`src/rtl/fp_mac_feeder_pkg.sv`:
```
// fp_mac_feeder_pkg: FP operand field widths and feeder FSM state encoding shared across the fp_mac lane
package fp_mac_feeder_pkg;
  localparam int FP_EXP   = 4;
  localparam int FP_MTS   = 3;
  localparam int FP_WIDTH = FP_EXP + FP_MTS + 1;
  typedef enum logic [2:0] {
    S_IDLE,
    S_LOADW,
    S_FILL,
    S_ISSUE,
    S_WAIT,
    S_HOLD,
    S_QUIET
  } state_t;
endpackage

```
`src/rtl/fp_mac_feeder_buf.sv`:
```
// fp_mac_feeder_buf: K x WIDTH register file with one write port and one combinational read port
module fp_mac_feeder_buf
  import fp_mac_feeder_pkg::*;
#(
  parameter int WIDTH = FP_WIDTH,
  parameter int K     = 9,
  localparam int AW   = $clog2(K)
) (
  input  logic             clk_i,
  input  logic             we,
  input  logic [AW-1:0]    waddr,
  input  logic [WIDTH-1:0] wdata,
  input  logic [AW-1:0]    raddr,
  output logic [WIDTH-1:0] rdata
);
  logic [WIDTH-1:0] mem [K];
  // Write port; contents are don't-care after reset
  always_ff @(posedge clk_i) begin
    if (we) mem[waddr] <= wdata;
  end
  assign rdata = mem[raddr];
endmodule

```
`src/rtl/fp_mac_feeder.sv`:
```
// fp_mac_feeder: operand sequencer for one fp_mac lane; optional WAIT timeout under FP_MAC_FEED_TIMEOUT_EN
module fp_mac_feeder
  import fp_mac_feeder_pkg::*;
#(
  parameter int WIDTH   = FP_WIDTH,
  parameter int K       = 9,
  parameter int GAP     = 12,
  parameter int TIMEOUT = 64
) (
  input  logic             clk_i,
  input  logic             rstn,
  input  logic             w_vld,
  output logic             w_rdy,
  input  logic [WIDTH-1:0] w_data,
  input  logic             d_vld,
  output logic             d_rdy,
  input  logic [WIDTH-1:0] d_data,
  output logic             mac_vld_o,
  output logic [WIDTH-1:0] mac_win,
  output logic [WIDTH-1:0] mac_din,
  input  logic [WIDTH-1:0] mac_acc_i,
  input  logic             mac_vld_i,
  output logic             res_vld,
  input  logic             res_rdy,
  output logic [WIDTH-1:0] res_data,
  output logic             busy,
  output logic             err_timeout
);
  localparam int WK = $clog2(K);
  localparam int GW = $clog2(GAP + 1);
  state_t state, nxt;
  logic [WK:0] idx;
  logic [GW-1:0] gcnt;
  logic loaded, last, w_fire, d_fire, tmo, gap_done;
  logic [WIDTH-1:0] w_rd, d_rd;
  if (K < 2 || GAP < 11 || TIMEOUT < 2) begin : g_bad_param
    $error("fp_mac_feeder: K must be >=2, GAP >=11, TIMEOUT >=2");
  end
  assign last     = idx == (WK + 1)'(K - 1);
  assign w_rdy    = state == S_LOADW;
  assign d_rdy    = state == S_FILL;
  assign res_vld  = state == S_HOLD;
  assign busy     = state != S_IDLE;
  assign w_fire   = w_vld & w_rdy;
  assign d_fire   = d_vld & d_rdy;
  assign gap_done = gcnt == GW'(GAP);
  fp_mac_feeder_buf #(.WIDTH(WIDTH), .K(K)) u_wbuf (
    .clk_i (clk_i),
    .we    (w_fire),
    .waddr (idx[WK-1:0]),
    .wdata (w_data),
    .raddr (idx[WK-1:0]),
    .rdata (w_rd)
  );
  fp_mac_feeder_buf #(.WIDTH(WIDTH), .K(K)) u_dbuf (
    .clk_i (clk_i),
    .we    (d_fire),
    .waddr (idx[WK-1:0]),
    .wdata (d_data),
    .raddr (idx[WK-1:0]),
    .rdata (d_rd)
  );
  // State register
  always_ff @(posedge clk_i or negedge rstn) begin
    if (!rstn) state <= S_IDLE;
    else state <= nxt;
  end
  // Next state: a pending weight word always wins over reusing the loaded kernel
  always_comb begin
    nxt = state;
    case (state)
      S_IDLE:  nxt = w_vld ? S_LOADW : loaded ? S_FILL : S_IDLE;
      S_LOADW: nxt = (w_fire && last) ? S_FILL : S_LOADW;
      S_FILL:  nxt = (d_fire && last) ? S_ISSUE : S_FILL;
      S_ISSUE: nxt = last ? S_WAIT : S_ISSUE;
      S_WAIT:  nxt = (mac_vld_i || tmo) ? S_HOLD : S_WAIT;
      S_HOLD:  nxt = res_rdy ? S_QUIET : S_HOLD;
      S_QUIET: nxt = gap_done ? S_IDLE : S_QUIET;
      default: nxt = S_IDLE;
    endcase
  end
  // Index/gap counters, kernel-loaded flag, registered MAC operands and result capture
  always_ff @(posedge clk_i or negedge rstn) begin
    if (!rstn) begin
      idx       <= '0;
      gcnt      <= '0;
      loaded    <= 1'b0;
      mac_vld_o <= 1'b0;
      mac_win   <= '0;
      mac_din   <= '0;
      res_data  <= '0;
    end else begin
      if (state != nxt) idx <= '0;
      else if (w_fire || d_fire || state == S_ISSUE) idx <= idx + 1'b1;
      if (state == S_WAIT && nxt == S_HOLD) gcnt <= GW'(1);
      else if ((state == S_HOLD || state == S_QUIET) && !gap_done) gcnt <= gcnt + 1'b1;
      if (state == S_IDLE && w_vld) loaded <= 1'b0;
      else if (w_fire && last) loaded <= 1'b1;
      mac_vld_o <= state == S_ISSUE;
      mac_win   <= state == S_ISSUE ? w_rd : '0;
      mac_din   <= state == S_ISSUE ? d_rd : '0;
      if (state == S_WAIT && (mac_vld_i || tmo)) res_data <= mac_vld_i ? mac_acc_i : '0;
    end
  end
`ifdef FP_MAC_FEED_TIMEOUT_EN
  localparam int TW = $clog2(TIMEOUT);
  logic [TW-1:0] tcnt;
  logic err_q;
  assign tmo         = state == S_WAIT && tcnt == TW'(TIMEOUT - 1);
  assign err_timeout = err_q;
  // WAIT cycle counter and sticky timeout flag; a result arriving on the last cycle still wins
  always_ff @(posedge clk_i or negedge rstn) begin
    if (!rstn) begin
      tcnt  <= '0;
      err_q <= 1'b0;
    end else begin
      tcnt <= state == S_WAIT ? tcnt + 1'b1 : '0;
      if (tmo && !mac_vld_i) err_q <= 1'b1;
    end
  end
`else
  assign tmo         = 1'b0;
  assign err_timeout = 1'b0;
`endif
endmodule
```
`config.mk`:
```
export PLATFORM = sky130hd
export DESIGN_NAME = fp_mac_feeder
export DESIGN_NICKNAME = d
export VERILOG_FILES = /design/src/rtl/fp_mac_feeder_pkg.sv /design/src/rtl/fp_mac_feeder_buf.sv /design/src/rtl/fp_mac_feeder.sv
export SDC_FILE = /design/constraint.sdc
export NUM_CORES = 1
export LEC_CHECK = 0
export BUFFER_PORTS_ARGS = -buffer_cell sky130_fd_sc_hd__buf_2
export CORE_MARGIN = 8
export CORE_UTILIZATION = 64
export CTS_CLUSTER_SIZE = 12
export DETAILED_ROUTE_END_ITERATION = 8
export GPL_ROUTABILITY_DRIVEN = 0
export PLACE_DENSITY = 0.84
export SETUP_SLACK_MARGIN = 0.05
export SYNTH_ARGS = -nofsm -noshare
export SYNTH_HDL_FRONTEND = slang
export SYNTH_HIERARCHICAL = 1
export SYNTH_SLANG_ARGS = --single-unit
```
`constraint.sdc`:
```
create_clock -name clk_i -period 5.74 [get_ports clk_i]
set_input_delay 0 -clock clk_i [delete_from_list [all_inputs] [get_ports clk_i]]
set_output_delay 0 -clock clk_i [all_outputs]
set_load 0.03 [all_outputs]
```
==> metrics.yaml, run 1 <==
sta:
  worst_slack_ns: 2.869
  rsz0062_at_grt: "false"
  fin_tns_setup_ns: 0
  period_minus_slack_ns: 2.871
  tightest_slew_ns: 1.123
  finalCritPeriodShare_pct: 50.02
  fmaxAchievable_ghz: 0.3483
  drv_slew: 0
  setup_viol: 0
  finalHoldViolCount: 0
  finClkSkew_ns: 0.005878
  slew-limit-headroom_pct: 25.15
finish:
  area_delta_synth_final_pct: 15.01
  n_antenna_cell: 0
  fin_nets: 590
  final_core_util_pct: 74.04
  drive_above_1_share_pct: 27.24
  design_area_um2: 8745
setup_path:
  worst_setup_path_start_kind: "register"
  crit_required_ns: 5.79
  crit_type: "reg2reg"
  crit_fanout: 22
  endpoint_kind: "register"
  arrival_ns: 2.92
global_route:
  antenna_found_initial: 0
  first_global_vias: 4389
  grt_use_total_pct: 19.74
  grt_start_max_net_pins: 81
  grt_overflow: 0
  grt_pass1_wl_um: 23280
place:
  detailed_place.area_um2: 7864
  dp_hpwl_um: 9413
  place_ws_ns: 2.885
  io_buffers: 58
synthesis:
  synthXorXnorAreaFrac_pct: 0.9215
  ys.flop_type: "edfxtp_1"
  yosys_warnings: 6
  synth_top_family_by_area: "multiplexers"
  synth.area.top_cells: "edfxtp_1 57%, dfrtp_1 13%, mux2_2 5.9%"
  synth_mux_area_share_pct: 10.53
  synthTopCellsByCount: "144 x edfxtp_1, 40 x mux2_2, 38 x dfrtp_1, 35 x mux2i_1, 25 x nand2_1"
  synthSimpleGateAreaFrac_pct: 7.602
  synth_compound_area_share_pct: 7.405
  yosys.area.top_type: "edfxtp_1"
  yosysMostFrequentCell: "edfxtp_1"
  synth_edf_count: 144
  synth-async-reset-ratio_pct: 20.88
  syn_inst: 473
  synth_fa_ha_area_share_pct: 0.6582
  synth.ff_latch_count: 182
  avgSynthCellArea_um2: 16.08
  synth_sequential_area_ratio_pct: 69.38
  yosysTopAreaCellShare_pct: 56.87
  synth_cell_types: 56
  synth_area_um2: 7604
  syn_nets: 507
floorplan:
  dieHeight_um: 125.0
  dieWidth_um: 125.0
  ioPinCount: 60
  die_area_um2: 15620
  initial_core_util_pct: 64.37
  core_um2: 11810
  rows: 40
pwr:
  ir_worst_vdd_uv: 467.1
  leakagePower_nw: 3.273
  p_per_area_nw_per_um2: 450.0
  finalPower_mw: 3.935
clock_tree:
  cts_buffers: 17
  clockRootBuffer: "clkbuf_16"
  path_clk_slew_ns: 0.06
  cts-htree-levels: 4
  clockBufferDepth: 2
  insertion_delay_ns: 0.43
  cts_tree: "built"
  post-cts-setup-buffers: 0
  cts_sinks: 182
job:
  maxCapViolCount: 0
drt:
  vias: 4222
  drc: 0
  via_per_inst: 5.897
  post_drt_wl_per_cell_um: 20.64
  wl_um: 14780
  drt_pass1_iterations: 6
  final_antenna_net_count: 0
  drt-initial-drc-count: 371
min_path:
  worst_hold_path_type: "in2reg"
run_status:
  outcome: "complete, no violations"
[where the power goes]
group / internal, mW / switching, mW
sequential: 1.55 / 0.224
combinational: 0.452 / 0.527
clock: 0.700 / 0.480
total: 2.70 / 1.23
[sequential cells by signal (all words and copies together) (netlist names)]
register,flops
gcnt,4
idx,5
loaded,1
mac_din,8
mac_vld_o,1
mac_win,8
res_data,8
state,3
u_dbuf/mem,72
u_wbuf/mem,72
[layer usage]
| metal | track usage, % | up-vias | share of wire, % |
|---|---|---|---|
| met5 | 0 | - | 0 |
| met1 | 22.42 | 2071 | 39 |
| met4 | 8.596 | 0 | 2.0 |
| met2 | 33.78 | 152 | 52 |
| met3 | 6.205 | 22 | 6.6 |
| li1 | - | 1977 | - |
[what timing repair did]
| action | in CTS | in global routing |
|---|---|---|
| hold buffers | 27 | 0 |
| endpoints found under the hold margin | 193 | 0 |
| resized for setup | 0 | 0 |
[cell usage in the layout, fill, tap and decap left out, types with 7 or more instances in the layout]
master / instances
edfxtp_1: 144
buf_2: 58
mux2_2: 40
dfrtp_1: 37
mux2i_1: 35
dlygate4sd3_1: 27
nand2_1: 25
nor2_1: 18
clkbuf_16: 17
and2_1: 16
a22o_1: 16
o22ai_1: 16
o31ai_1: 14
nor3_1: 9
nand2b_1: 7
[per-stage QoR]
stage / std cells / hold WS (ns)
after floorplan: 473 / -0.2956
after global placement: 657 / 0.1442
after detailed placement: 657 / 0.1612
after CTS: 716 / 0.07788
after global routing: 716 / 0.1314
final: 716 / 0.1004
[worst max-delay path, cell delays in order (launching register included)]
cell      delay, ns
dfrtp_1        0.64
and4bb_1       0.53
or3b_2         0.53
nor3_1         0.79
[cells by family (layout without fill, tap and decap cells)]
group | after synthesis | in the layout
AOI/OAI and AO/OA | 69 | 69
DFF | 182 | 182
xor gates and xnor gates | 8 | 8
and+or+nand+nor | 104 | 104
other | 1 | 1
muxes | 75 | 75
adders and majority gates | 4 | 4
buffers and inverters | 30 | 126
[cell type report]
| cell class | count | area, µm² |
|---|---|---|
| Timing Repair Buffer | 88 | 583.1 |
| Tap cell | 147 | 183.9 |
| Clock buffer | 18 | 439.2 |
| Sequential cell | 182 | 5279 |
| Clock inverter | 14 | 171.4 |
| Multi-Input combinational cell | 261 | 2066 |
| Inverter | 6 | 22.52 |
| Fill cell | 697 | 3067 |
[worst paths after layout]
path                                              end  slack [ns]                    start  cells after the start
min reg2reg                   res_data[3]$_DFFE_PN0P_        0.50  res_data[3]$_DFFE_PN0P_                      1
min                                idx[4]$_DFFE_PN0P_        0.10                    d_vld                      5
min in group asynchronous        mac_win[6]$_DFF_PN0_        0.21                     rstn                      2
max reg2reg                u_dbuf/mem[0][4]$_DFFE_PP_        2.87       state[2]$_DFF_PN0_                      3
max                        u_dbuf/mem[0][4]$_DFFE_PP_        2.87       state[2]$_DFF_PN0_                      3
max in group asynchronous          idx[0]$_DFFE_PN0P_        4.90                     rstn                      2
No activity file was read; power rests on OpenSTA's default activity.
==> run 2: changes to the inputs <==
--- a/config.mk
+++ b/config.mk
@@ -7,11 +7,11 @@
 export LEC_CHECK = 0
 export BUFFER_PORTS_ARGS = -buffer_cell sky130_fd_sc_hd__buf_2
 export CORE_MARGIN = 8
-export CORE_UTILIZATION = 64
+export CORE_UTILIZATION = 59
 export CTS_CLUSTER_SIZE = 12
 export DETAILED_ROUTE_END_ITERATION = 8
 export GPL_ROUTABILITY_DRIVEN = 0
-export PLACE_DENSITY = 0.84
+export PLACE_DENSITY = 0.79
 export SETUP_SLACK_MARGIN = 0.05
 export SYNTH_ARGS = -nofsm -noshare
 export SYNTH_HDL_FRONTEND = slang
==> constraint.sdc (replaced) <==
create_clock -name clk_i -period 2.9 [get_ports clk_i]
set_input_delay 0 -clock clk_i [delete_from_list [all_inputs] [get_ports clk_i]]
set_output_delay 0 -clock clk_i [all_outputs]
set_load 0.03 [all_outputs]
==> metrics.yaml, run 2 (synthesis results as in run 1) <==
sta:
  worst_slack_ns: 0.5551
  fmaxAchievable_ghz: 0.4264
  setup_viol: 0
  rsz0062_at_grt: "false"
  tightest_slew_ns: 0.8646
  finClkSkew_ns: 0.005319
  finalHoldViolCount: 0
  fin_tns_setup_ns: 0
  period_minus_slack_ns: 2.345
  slew-limit-headroom_pct: 42.11
  drv_slew: 0
  finalCritPeriodShare_pct: 80.86
drt:
  drt-initial-drc-count: 264
  via_per_inst: 5.688
  drc: 0
  wl_um: 15130
  post_drt_wl_per_cell_um: 20.09
  drt_pass1_iterations: 4
  vias: 4283
  final_antenna_net_count: 0
place:
  detailed_place.area_um2: 7998
  dp_hpwl_um: 9964
  placedCellCount: 694
  place_ws_ns: 0.5649
  io_buffers: 58
floorplan:
  ioPinCount: 60
  die_area_um2: 16780
  rows: 41
  dieWidth_um: 129.5
  initial_core_util_pct: 60.25
  core_um2: 12620
  dieHeight_um: 129.5
global_route:
  antenna_found_initial: 0
  first_global_vias: 4426
  use_met2_pct: 32.97
  grt_start_max_net_pins: 39
  busiest_layer: "met2"
  grt_use_total_pct: 19.20
  grt_pass1_wl_um: 23760
  grt_use_met1_pct: 22.73
  grt_overflow: 0
  met3_usage_pct: 5.012
setup_path:
  cpPeakStageDelay_ns: 0.54
  worst_setup_path_start_kind: "register"
  arrival_ns: 2.40
  endpoint_kind: "register"
  crit_type: "reg2reg"
  cp_top_family: "simple AND/OR/NAND/NOR gates"
  crit_fanout: 8
  path_cells: "and4bb_2, or3b_2, nor2_1"
  cp_num_buf_inv: 0
  crit_required_ns: 2.96
  critPathSlowestCell: "nor2_1"
finish:
  top_regs: "u_dbuf/mem: 72 flops, u_wbuf/mem: 72 flops"
  fin_nets: 602
  area_delta_synth_final_pct: 16.36
  finalNonFillerCells: 753
  design_area_um2: 8847
  layout_commonest_cell: "edfxtp_1"
  final_cell_mix: "144 x edfxtp_1, 58 x buf_2, 40 x mux2_2, 37 x dfrtp_1, 35 x mux2i_1"
  n_antenna_cell: 0
  drive_above_1_share_pct: 28.23
job:
  maxCapViolCount: 0
clock_tree:
  cts_buffers: 17
  path_clk_slew_ns: 0.06
  clockRootBuffer: "clkbuf_16"
  cts-htree-levels: 4
  insertion_delay_ns: 0.43
  post-cts-setup-buffers: 0
  cts_tree: "built"
  clockBufferDepth: 2
  cts_sinks: 182
min_path:
  worst_hold_path_type: "in2reg"
pwr:
  p_per_area_nw_per_um2: 879.4
  leakagePower_nw: 3.319
  ir_worst_vdd_uv: 591.4
  finalPower_mw: 7.780
run_status:
  outcome: "complete, no violations"
-- run 2: path summary, 6_finish.rpt --
| path | startpoint | to | slack [ns] | depth (start not counted) |
|---|---|---|---|---|
| worst max-delay path | state[2]$_DFF_PN0_ | u_wbuf/mem[1][5]$_DFFE_PP_ | 0.56 | 3 |
| worst min-delay path | d_vld | idx[4]$_DFFE_PN0P_ | 0.10 | 5 |
| worst max register to register | state[2]$_DFF_PN0_ | u_wbuf/mem[1][5]$_DFFE_PP_ | 0.56 | 3 |
| worst min register to register | res_data[2]$_DFFE_PN0P_ | res_data[2]$_DFFE_PN0P_ | 0.50 | 1 |
| max in group asynchronous | rstn | idx[0]$_DFFE_PN0P_ | 2.10 | 2 |
| min in group asynchronous | rstn | res_data[6]$_DFFE_PN0P_ | 0.21 | 2 |
-- run 2: worst register-to-register path: stages (launching register included) --
cell      delay [ns]
dfrtp_1         0.47
and4bb_2        0.43
or3b_2          0.53
nor2_1          0.54
-- run 2: final cells by class --
cell class                 instances  area [µm²]
tap                              172       215.2
clock buffer                      19       432.9
sequential                       182        5279
clock inverter                    13       146.4
timing repair buffer             100       685.7
fill                             852        3772
multi-input combinational        261        2066
inverter                           6       22.52
-- run 2: layer usage --
layer  part of all wire, %  vias up
met5                     0        -
met4                   1.5        0
met3                   6.6       17
met2                    51      130
met1                    40     2135
li1                      -     2001
-- run 2: what timing repair did --
item                                   CTS  global route
hold buffers                            27             0
endpoints found under the hold margin  193             0
resized for setup                        0             0
-- run 2: per-stage QoR --
| stage | utilization [%] | hold WS, ns |
|---|---|---|
| after global routing | 70.11 | 0.1049 |
| after detailed placement | 63.38 | 0.1385 |
| after CTS | 70.11 | 0.07820 |
| final | 70.11 | 0.1009 |
| after floorplan | - | -0.2956 |
| after global placement | 63.38 | 0.1182 |
-- run 2: report_power, final --
part	internal, mW	switching [mW]	total [mW]
combinational	0.955	1.29	2.24
clock	1.28	0.945	2.22
sequential	3.08	0.238	3.31
==> run 3: changes to the inputs <==
==> constraint.sdc (replaced) <==
create_clock -name clk_i -period 2.3 [get_ports clk_i]
set_input_delay 0 -clock clk_i [delete_from_list [all_inputs] [get_ports clk_i]]
set_output_delay 0 -clock clk_i [all_outputs]
set_load 0.03 [all_outputs]
==> metrics.yaml, run 3 (synthesis results as in run 1) <==
finish:
  fin_nets: 617
  layout_commonest_cell: "edfxtp_1"
  design_area_um2: 8980
  n_antenna_cell: 0
  top_regs: "u_dbuf/mem: 72 flops, u_wbuf/mem: 72 flops"
  final_cell_mix: "144 x edfxtp_1, 58 x buf_2, 40 x mux2_2, 37 x dfrtp_1, 35 x mux2i_1"
  drive_above_1_share_pct: 30.37
  area_delta_synth_final_pct: 18.10
  n_fill_cell: 819
clock_tree:
  cts_tree: "built"
  cts-htree-levels: 4
  path_clk_slew_ns: 0.07
  clockRootBuffer: "clkbuf_16"
  cts_hold_buf: 27
  cts_buffers: 17
  cts_resized: 0
  cts_sinks: 182
  clockBufferDepth: 2
  post-cts-setup-buffers: 0
  insertion_delay_ns: 0.43
global_route:
  antenna_found_initial: 0
  first_global_vias: 4401
  grt_overflow: 0
  grt_use_total_pct: 19.09
  grt_pass1_wl_um: 23900
  grt_start_max_net_pins: 42
drt:
  wl_met2_um: 7706
  drc: 0
  drt-met1-wl_um: 6120
  top_layer: "met4"
  via_per_inst: 5.635
  vias: 4328
  wl_um: 15090
  drt-initial-drc-count: 388
  final_antenna_net_count: 0
  post_drt_wl_per_cell_um: 19.64
  met3_wirelength_um: 918
  drt_pass1_iterations: 5
floorplan:
  core_um2: 12620
  rows: 41
  dieHeight_um: 129.5
  initial_core_util_pct: 60.25
  ioPinCount: 60
  die_area_um2: 16780
  dieWidth_um: 129.5
sta:
  slew-limit-headroom_pct: 45.12
  drv_slew: 0
  tightest_slew_ns: 0.8232
  fin_tns_setup_ns: 0
  fmaxAchievable_ghz: 0.5017
  finalHoldViolCount: 0
  rsz0062_at_grt: "false"
  finalCritPeriodShare_pct: 86.65
  setup_viol: 0
  period_minus_slack_ns: 1.993
  finClkSkew_ns: 0.007988
place:
  dp_hpwl_um: 10050
  detailed_place.area_um2: 8133
  io_buffers: 58
setup_path:
  crit_required_ns: 2.43
  crit_type: "reg2reg"
  crit_fanout: 8
  worst_setup_path_start_kind: "register"
  arrival_ns: 2.13
  endpoint_kind: "register"
pwr:
  clockPowerShare_pct: 28.6
  combPwrFrac_pct: 30.3
  p_per_area_nw_per_um2: 1098
  leakagePower_nw: 3.415
  ir_worst_vdd_uv: 661.7
  pwr-share-seq_pct: 41.2
  internal-power_mw: 6.729
  p_sw_mw: 3.132
  p_sw_share_pct: 31.76
job:
  maxCapViolCount: 0
min_path:
  worst_hold_path_type: "in2reg"
run_status:
  outcome: "complete, no violations"
[run 3: cell types whose count changed in the layout (fill, tap and decap cells not counted), sizes merged]
cell / previous run / this run
buf: 73 / 88
clkbuf: 19 / 17
inv: 9 / 11
clkinv: 5 / 6
clkinvlp: 3 / 2
[run 3: cell type report]
type,count,area [µm²],area share [%]
timing repair buffer,115,810.8,9.029
inverter,6,22.52,0.2508
sequential,182,5279,58.78
multi-input combinational,261,2076,23.12
clock inverter,15,151.4,1.686
clock buffer,17,425.4,4.737
tap,172,215.2,2.397
[run 3: worst paths after layout]
| path | start | to | slack (ns) | depth (start not counted) |
|---|---|---|---|---|
| max in group asynchronous | rstn | idx[0]$_DFFE_PN0P_ | 1.46 | 2 |
| min reg2reg | res_data[2]$_DFFE_PN0P_ | res_data[2]$_DFFE_PN0P_ | 0.50 | 1 |
| max | state[2]$_DFF_PN0_ | u_dbuf/mem[0][0]$_DFFE_PP_ | 0.31 | 5 |
| min | d_vld | idx[2]$_DFFE_PN0P_ | 0.1 | 5 |
| max reg2reg | state[2]$_DFF_PN0_ | u_dbuf/mem[0][0]$_DFFE_PP_ | 0.31 | 5 |
| min in group asynchronous | rstn | mac_win[0]$_DFF_PN0_ | 0.23 | 2 |
[run 3: critical path, cell delays in order (launching register included)]
cell and delay, ns:
dfrtp_1 0.38, buf_4 0.16, and4bb_1 0.30, or3b_2 0.53, nor3_2 0.13, buf_4 0.19
[run 3: power by group through the flow]
stage | registers (mW) | logic [mW] | clock network [mW]
detailed placement | 4.13 | 2.92 | 0
finish | 4.06 | 2.98 | 2.82
floorplan | 4.35 | 2.07 | 0
global route | 4.10 | 3.20 | 2.99
CTS | 4.06 | 2.98 | 2.84
global placement | 4.10 | 2.85 | 0
[run 3: stage by stage]
| step | worst slack [ns] | power [mW] | util, % | hold slack, ns | cells |
|---|---|---|---|---|---|
| global placement | 0.3824 | 6.958 | 64.45 | 0.1223 | 709 |
| floorplan | 0.1080 | 6.424 | - | -0.2956 | 473 |
| global route | 0.2488 | 10.29 | 71.16 | 0.1302 | 768 |
| CTS | 0.3061 | 9.881 | 71.16 | 0.08834 | 768 |
| detailed placement | 0.3256 | 7.050 | 64.45 | 0.1401 | 709 |
| finish | 0.3069 | 9.861 | 71.16 | 0.09864 | 768 |
[run 3: per-layer routing]
metal,vias to the layer above,track usage [%]
li1,2031,-
met1,2123,22.24
met2,149,33.21
met3,25,4.150
met4,0,8.675
met5,-,0
